**config.mk**
```make
export PLATFORM = sky130hd
export DESIGN_NAME = repetition_protected_register
export DESIGN_NICKNAME = d
export VERILOG_FILES = /design/src/rtl/repetition_protected_register.sv
export SDC_FILE = /design/constraint.sdc
export NUM_CORES = 1
export LEC_CHECK = 0
export ABC_CLOCK_PERIOD_IN_PS = 4000
export CORE_UTILIZATION = 52
export CTS_BUF_LIST = sky130_fd_sc_hd__clkbuf_16
export CTS_CLUSTER_SIZE = 30
export DETAILED_ROUTE_END_ITERATION = 10
export GPL_TIMING_DRIVEN = 0
export PLACE_DENSITY = 0.95
export SETUP_SLACK_MARGIN = 0.2
export SLEW_MARGIN = 20
export SYNTH_ARGS = -nofsm -noshare
export SYNTH_HDL_FRONTEND = slang
export SYNTH_SLANG_ARGS = --single-unit
```
**constraint.sdc**
```tcl
create_clock -name clock -period 4 [get_ports clock]
set_input_delay 0.8 -clock clock [delete_from_list [all_inputs] [get_ports clock]]
set_output_delay 0.8 -clock clock [all_outputs]
set_load 0.05 [all_outputs]
```
**src/rtl/repetition_protected_register.sv**
```systemverilog
// Purpose: holds one word as REPETITION copies, majority-votes them every cycle, optionally scrubs (REPETITION_PROTECTED_REGISTER_SCRUB_EN).
// Latency: writes and votes visible right after the write edge; a scrub commits two edges after the upset.
// Backpressure: none, writes are always accepted and abort any scrub that is in progress.
module repetition_protected_register #(
    parameter int                    DATA_WIDTH    = 8,
    parameter int                    REPETITION    = 3,
    parameter int                    COUNTER_WIDTH = 8,
    parameter logic [DATA_WIDTH-1:0] RESET_VALUE   = '0
) (
    input  logic                             clock,
    input  logic                             resetn,
    input  logic                             write_enable,
    input  logic [DATA_WIDTH-1:0]            write_data,
    input  logic                             inject_enable,
    input  logic [REPETITION*DATA_WIDTH-1:0] inject_mask,
    input  logic                             clear_count,
    output logic [DATA_WIDTH-1:0]            read_data,
    output logic                             error,
    output logic                             scrubbing,
    output logic [COUNTER_WIDTH-1:0]         error_count
);
    localparam int BW = REPETITION * DATA_WIDTH;
    localparam int OW = $clog2(REPETITION + 1);

    logic [BW-1:0]            block_q, block_d;
    logic [COUNTER_WIDTH-1:0] count_q, count_d;
    logic [OW-1:0]            ones;
    logic                     scrub_commit;
    logic                     count_event;

    // Per-bit population count across copies; copy 0 lives in the top slice.
    always_comb begin
        read_data = '0;
        error     = 1'b0;
        ones      = '0;
        for (int i = 0; i < DATA_WIDTH; i++) begin
            ones = '0;
            for (int k = 0; k < REPETITION; k++) begin
                ones = ones + OW'(block_q[(REPETITION-1-k)*DATA_WIDTH + i]);
            end
            read_data[i] = (ones > OW'(REPETITION / 2));
            error        = error | ((ones != '0) && (ones != OW'(REPETITION)));
        end
    end

`ifdef REPETITION_PROTECTED_REGISTER_SCRUB_EN
    typedef enum logic {S_IDLE, S_SCRUB} state_t;
    state_t state_q, state_d;

    always_comb begin
        state_d      = state_q;
        scrub_commit = 1'b0;
        case (state_q)
            S_IDLE:  if (error && !write_enable) state_d = S_SCRUB;
            S_SCRUB: begin
                scrub_commit = !write_enable;
                state_d      = S_IDLE;
            end
            default: state_d = S_IDLE;
        endcase
    end

    always_ff @(posedge clock or negedge resetn) begin
        if (!resetn) state_q <= S_IDLE;
        else         state_q <= state_d;
    end

    assign count_event = scrub_commit;
    assign scrubbing   = (state_q == S_SCRUB);
`else
    logic error_q, error_d;

    always_comb begin
        error_d      = error;
        scrub_commit = 1'b0;
    end

    always_ff @(posedge clock or negedge resetn) begin
        if (!resetn) error_q <= 1'b0;
        else         error_q <= error_d;
    end

    // Without scrubbing the error persists until rewritten, so count only its onset.
    assign count_event = error & ~error_q;
    assign scrubbing   = 1'b0;
`endif

    always_comb begin
        if (write_enable)      block_d = {REPETITION{write_data}};
        else if (scrub_commit) block_d = {REPETITION{read_data}};
        else                   block_d = block_q;
        if (inject_enable) block_d = block_d ^ inject_mask;

        count_d = count_q;
        if (clear_count)                      count_d = '0;
        else if (count_event && ~&count_q)    count_d = count_q + 1'b1;
    end

    always_ff @(posedge clock or negedge resetn) begin
        if (!resetn) begin
            block_q <= {REPETITION{RESET_VALUE}};
            count_q <= '0;
        end else begin
            block_q <= block_d;
            count_q <= count_d;
        end
    end

    assign error_count = count_q;
endmodule

```
# After elaboration in Yosys (flattened, before gate mapping)
# Cells that the tools add are included.
op_classes:
  n_addsub: 17
  magnitude_cmp: 8
  eq_ne: 8
  n_mux: 4
  bitwise_logic: 10
  reduce_logical: 20
op_table:
  columns: ["cell", "count"]
  rows:
  - ["$mux W24", 2]
  - ["$xor A24 B24 Y24", 1]
  - ["$reduce_bool A2 Y1", 9]
  - ["$add A1 B1 Y2", 8]
  - ["$add A2 B1 Y2", 8]
  - ["$gt A2 B1 Y1 const B", 8]
  - ["$mux W8", 2]
  - ["$ne A2 B2 Y1 const B", 8]
  - ["$logic_and A1 B1 Y1", 9]
  - ["$add A8 B1 Y8 const B", 1]
  - ["$reduce_and A8 Y1", 1]
  - ["$or A1 B1 Y1", 7]
  - ["$and A1 B1 Y1", 1]
  - ["$logic_not A1 Y1", 1]
  - ["$not A1 Y1", 1]
totals:
  register_bits: 33
  in_bits: 37
  out_inout_bits: 18
  word_cells: 70

# Logic depth before layout (Yosys ltp)
depth:
  word_depth: 15
  ltp_mapped: 9
  depth_no_buf: 8

# Worst setup path before layout
# OpenSTA, ideal clock, no wires.
synth_timing:
  kind: "register to output"
  startpoint: "reg block_q[1]"
  endpoint: "out error"
  arrival_ps: 1831
  required_ps: 3200
  setup_slack_ps: 1369
  stages_incl_launch_ff: 6
  path_buffers: 0
  cell_sequence: "dfrtp_1 -> fa_1 -> inv_1 -> ha_1 -> nand4_2 -> or2_2"
synth_via:
  elab_chain_cells: 10
  elab_cells_between_ends: 11
  cone_classes: "add/sub: 1; eq/ne: 1; bitwise: 7; reduce/logical: 2"
synth_lines:
  columns: ["element", "line_no", "text"]
  rows:
  - ["start, declared", "25", "logic [BW-1:0] block_q, block_d;"]
  - ["start signal, assigned", "101", "block_q <= {REPETITION{RESET_VALUE}};"]
  - ["start signal, assigned", "104", "block_q <= block_d;"]
  - ["$add A2 B1 Y2 (*)", "39", "ones = ones + OW'(block_q[(REPETITION-1-k)*DATA_WIDTH + i]);"]
  - ["$ne A2 B2 Y1 / $reduce_bool A2 Y1 (equally long branches)", "42", "error = error | ((ones != '0) && (ones != OW'(REPETITION)));"]
  - ["$logic_and A1 B1 Y1 (*)", "42", null]
  - ["$or A1 B1 Y1 (*) (7 in a row)", "42", null]
  - ["end, declared", "18", "output logic error,"]
# Mark *: on every way between the ends. The rest lies on a longest branch, timed or not.

# Worst setup path after layout
# Same ends and word-level chain as after synthesis.

==> flow_summary.yaml <==
logic_synthesis:
  synth_top_family_by_area: "adder cells"
  synth-compound-area-share_pct: 6.30
  synth.distinct_cells: 36
  yosys.area_share.simple_pct: 10.7
  seq_area_frac_synth_pct: 41.2
  synth_xor_area_share_pct: 10.5
  async_flop_share_pct: 100
  synth-seq-cells: 33
  synth_nets: 237
  synth_fa_ha_area_share_pct: 13.6
  synth_cells: 183
  netlist_area_mm2: 0.00200
  yosysWarnings: 0
  syn_avg_cell_area_um2: 11.0
  ys_dominant_reg_cell: "dfrtp_1"
  synth-edff-count: 0
  synthMuxAreaShare_pct: 12.0
setup_path:
  crit_start: "block_q[1]$_DFF_PN0_"
  r2r-start: "block_q[1]$_DFF_PN0_"
  critPathMaxFanout: 2
  r2r_slack_ps: 1680
  worstPathArrival_ps: 2720
  crit_required_ps: 3200
  start_kind: "flop"
  crit_end: "error"
  crit_type: "reg2out"
  critPathCaptureType: "primary output"
  r2r_end: "error_count[1]$_DFFE_PN0P_"
  r2r_cells: 7
sta:
  max_freq_ghz: 0.284
  hold_viol: 0
  setup_viol: 0
  worstMarginPinSlew_ps: 728
  final_max_slew_viol_count: 0
  fin_crit_sh_pct: 87.9
  rsz0062_at_grt: "false"
  slew-limit-headroom_pct: 51.5
  tns_ps: 0
  fin_skew_ps: 5.70
  period_needed_ps: 3520
clock_tree:
  cts_tree: "yes"
  cts_resized: 0
  postCtsHoldBufs: 0
  clock_path_buffers: 2
  root_buffer: "clkbuf_16"
  post_cts_buffers: 0
  cts.sinks: 33
  numCtsBuffers: 5
  clock_latency_ps: 280
  cts.clk_slew.worst_paths_ps: 50
  h-tree-depth: 2
placed_design:
  port_buffers: 51
  postPlaceCellArea_mm2: 0.00257
  gp_congestion: 0.833
  place_hpwl_um: 3160
detailed_routing:
  drt-total-wl_um: 4210
  first_pass_iters: 4
  drc: 0
  vias: 1527
  ant_nets: 0
  drt_iter0_drc: 72
  vias_per_cell: 5.27
  wire_per_inst_um: 14.5
pwr:
  p_sw_uw: 433
  internal_power_uw: 795
  clkPwrFrac_pct: 29.5
  ir_drop_uv: 335
  p_sw_share_pct: 35.3
  sequentialPowerShare_pct: 34.5
  power.density_mw_per_mm2: 453
  power.leakage_uw: 0.00122
  pwr-share-comb_pct: 36.0
  finalPower_uw: 1230
hold_path:
  min_path_cells: 1
  hp-class: "reg2reg"
global_route:
  grt_pass1_vias: 1569
  grt-ovfl-total: 0
  grt_max_degree: 34
  grt_pass1_wl_um: 7310
  antenna_found_initial: 0
  grt_util_all_layers_pct: 24.0
final_layout:
  fillers: 270
  fin_nets: 295
  n_antenna_cell: 0
  area_growth_pct: 35.1
  final_cell_area_mm2: 0.00271
  drive_gt1_share_pct: 7.85
floorplanning:
  fp.dieW_um: 64.1
  coreArea_mm2: 0.00369
  fp-row-count: 22
  die_h_um: 64.1
  die_area_mm2: 0.00411
  initial_core_util_pct: 54.3
  io_pins: 55
run:
  drv_cap: 0
outcome:
  outcome: "finished clean"
[worst max-delay path, stage by stage, from the launching register on]
cell,delay [ps]
dfrtp_1,400
fa_1,510
ha_1,330
nand4_2,140
or2_2,330
clkdlybuf4s50_1,720
[registers in the layout (all words and copies together), names as in the netlist]
| signal | cells |
|---|---|
| error_count | 8 |
| block_q | 24 |
| error_q | 1 |
[area by class of cell]
class	count	area, um^2	share of cell area [%]
Multi-Input combinational cell	127	1070	39.5
Sequential cell	33	826	30.5
Timing Repair Buffer	51	505	18.7
Clock buffer	5	125	4.62
Tap cell	48	60.1	2.22
Inverter	15	56.3	2.08
Buffer	8	53.8	1.99
Clock inverter	3	12.5	0.462
[through the flow]
stage          hold WS (ps)  util (%)  cells  setup WS, ps
3_3_place_gp            526      69.8    282           851
5_1_grt                 557      73.4    290           388
6_report                544      73.4    290           484
4_1_cts                 535      73.4    290           469
3_5_place_dp            529      69.7    282           779
2_1_floorplan           504         -    183          1370
[power groups by stage]
stage	combinational [uW]	sequential, uW	clock (uW)
after global placement	424	425	0
after CTS	450	424	366
final	442	424	362
after detailed placement	443	429	0
after global routing	484	432	387
after floorplan	298	423	0
[synth_stat cells, types with 2 or more instances]
library cell   n  area share, %
nand4_1        2           0.62
fa_1           8            8.0
mux2i_1       24             12
xor2_1        24             10
inv_1         15            2.8
nand2_1       25            4.7
dfrtp_1       33             41
o21a_1         2           0.75
buf_2          3           0.75
ha_1           9            5.6
and3_1         2           0.62
a21oi_1        4            1.0
clkbuf_1       2           0.37
o21ai_0        4            1.0
o311ai_0       2           0.87
nor2_1         2           0.37
o41ai_1        2           0.87
or3_1          2           0.62
[per-layer routing]
layer / vias to the layer above / track usage, % / share of wire (%)
met1: 753 / 29.4 / 43
met4: 0 / 9.66 / 1.8
met2: 39 / 40.6 / 52
met5: - / 0 / 0
li1: 725 / - / -
met3: 10 / 5.71 / 3.4
[kinds of logic after synthesis]
kind of cell	after synthesis
AO/OA/AOI/OAI	18
XOR/XNOR	24
adder cells (fa/ha/maj)	17
buffers and inverters	23
flip-flops	33
multiplexers	24
other	1
AND/OR/NAND/NOR	43
[worst min-delay path by stage]
stage / start / to / slack [ps]
3_3_place_gp: error_count[2]$_DFFE_PN0P_ / error_count[2]$_DFFE_PN0P_ / 530
2_1_floorplan: resetn / block_q[0]$_DFF_PN0_ / 500
4_1_cts: error_count[7]$_DFFE_PN0P_ / error_count[7]$_DFFE_PN0P_ / 530
6_report: error_count[2]$_DFFE_PN0P_ / error_count[2]$_DFFE_PN0P_ / 540
3_5_place_dp: error_count[7]$_DFFE_PN0P_ / error_count[7]$_DFFE_PN0P_ / 530
5_1_grt: error_count[7]$_DFFE_PN0P_ / error_count[7]$_DFFE_PN0P_ / 560
[cells in the final DEF (no fill, tap or decap), drive strengths merged, types with 2 or more instances in the layout]
cell type,n
clkdlybuf4s50,50
dfrtp,33
nand2,25
mux2i,24
xor2,24
inv,15
ha,9
fa,8
clkbuf,8
buf,5
o21ai,4
a21oi,4
nand4,3
or3,3
clkinv,3
and3,2
nor2,2
o311ai,2
o41ai,2
o21a,2
nand3,2
No activity file was read; power rests on OpenSTA's default activity.
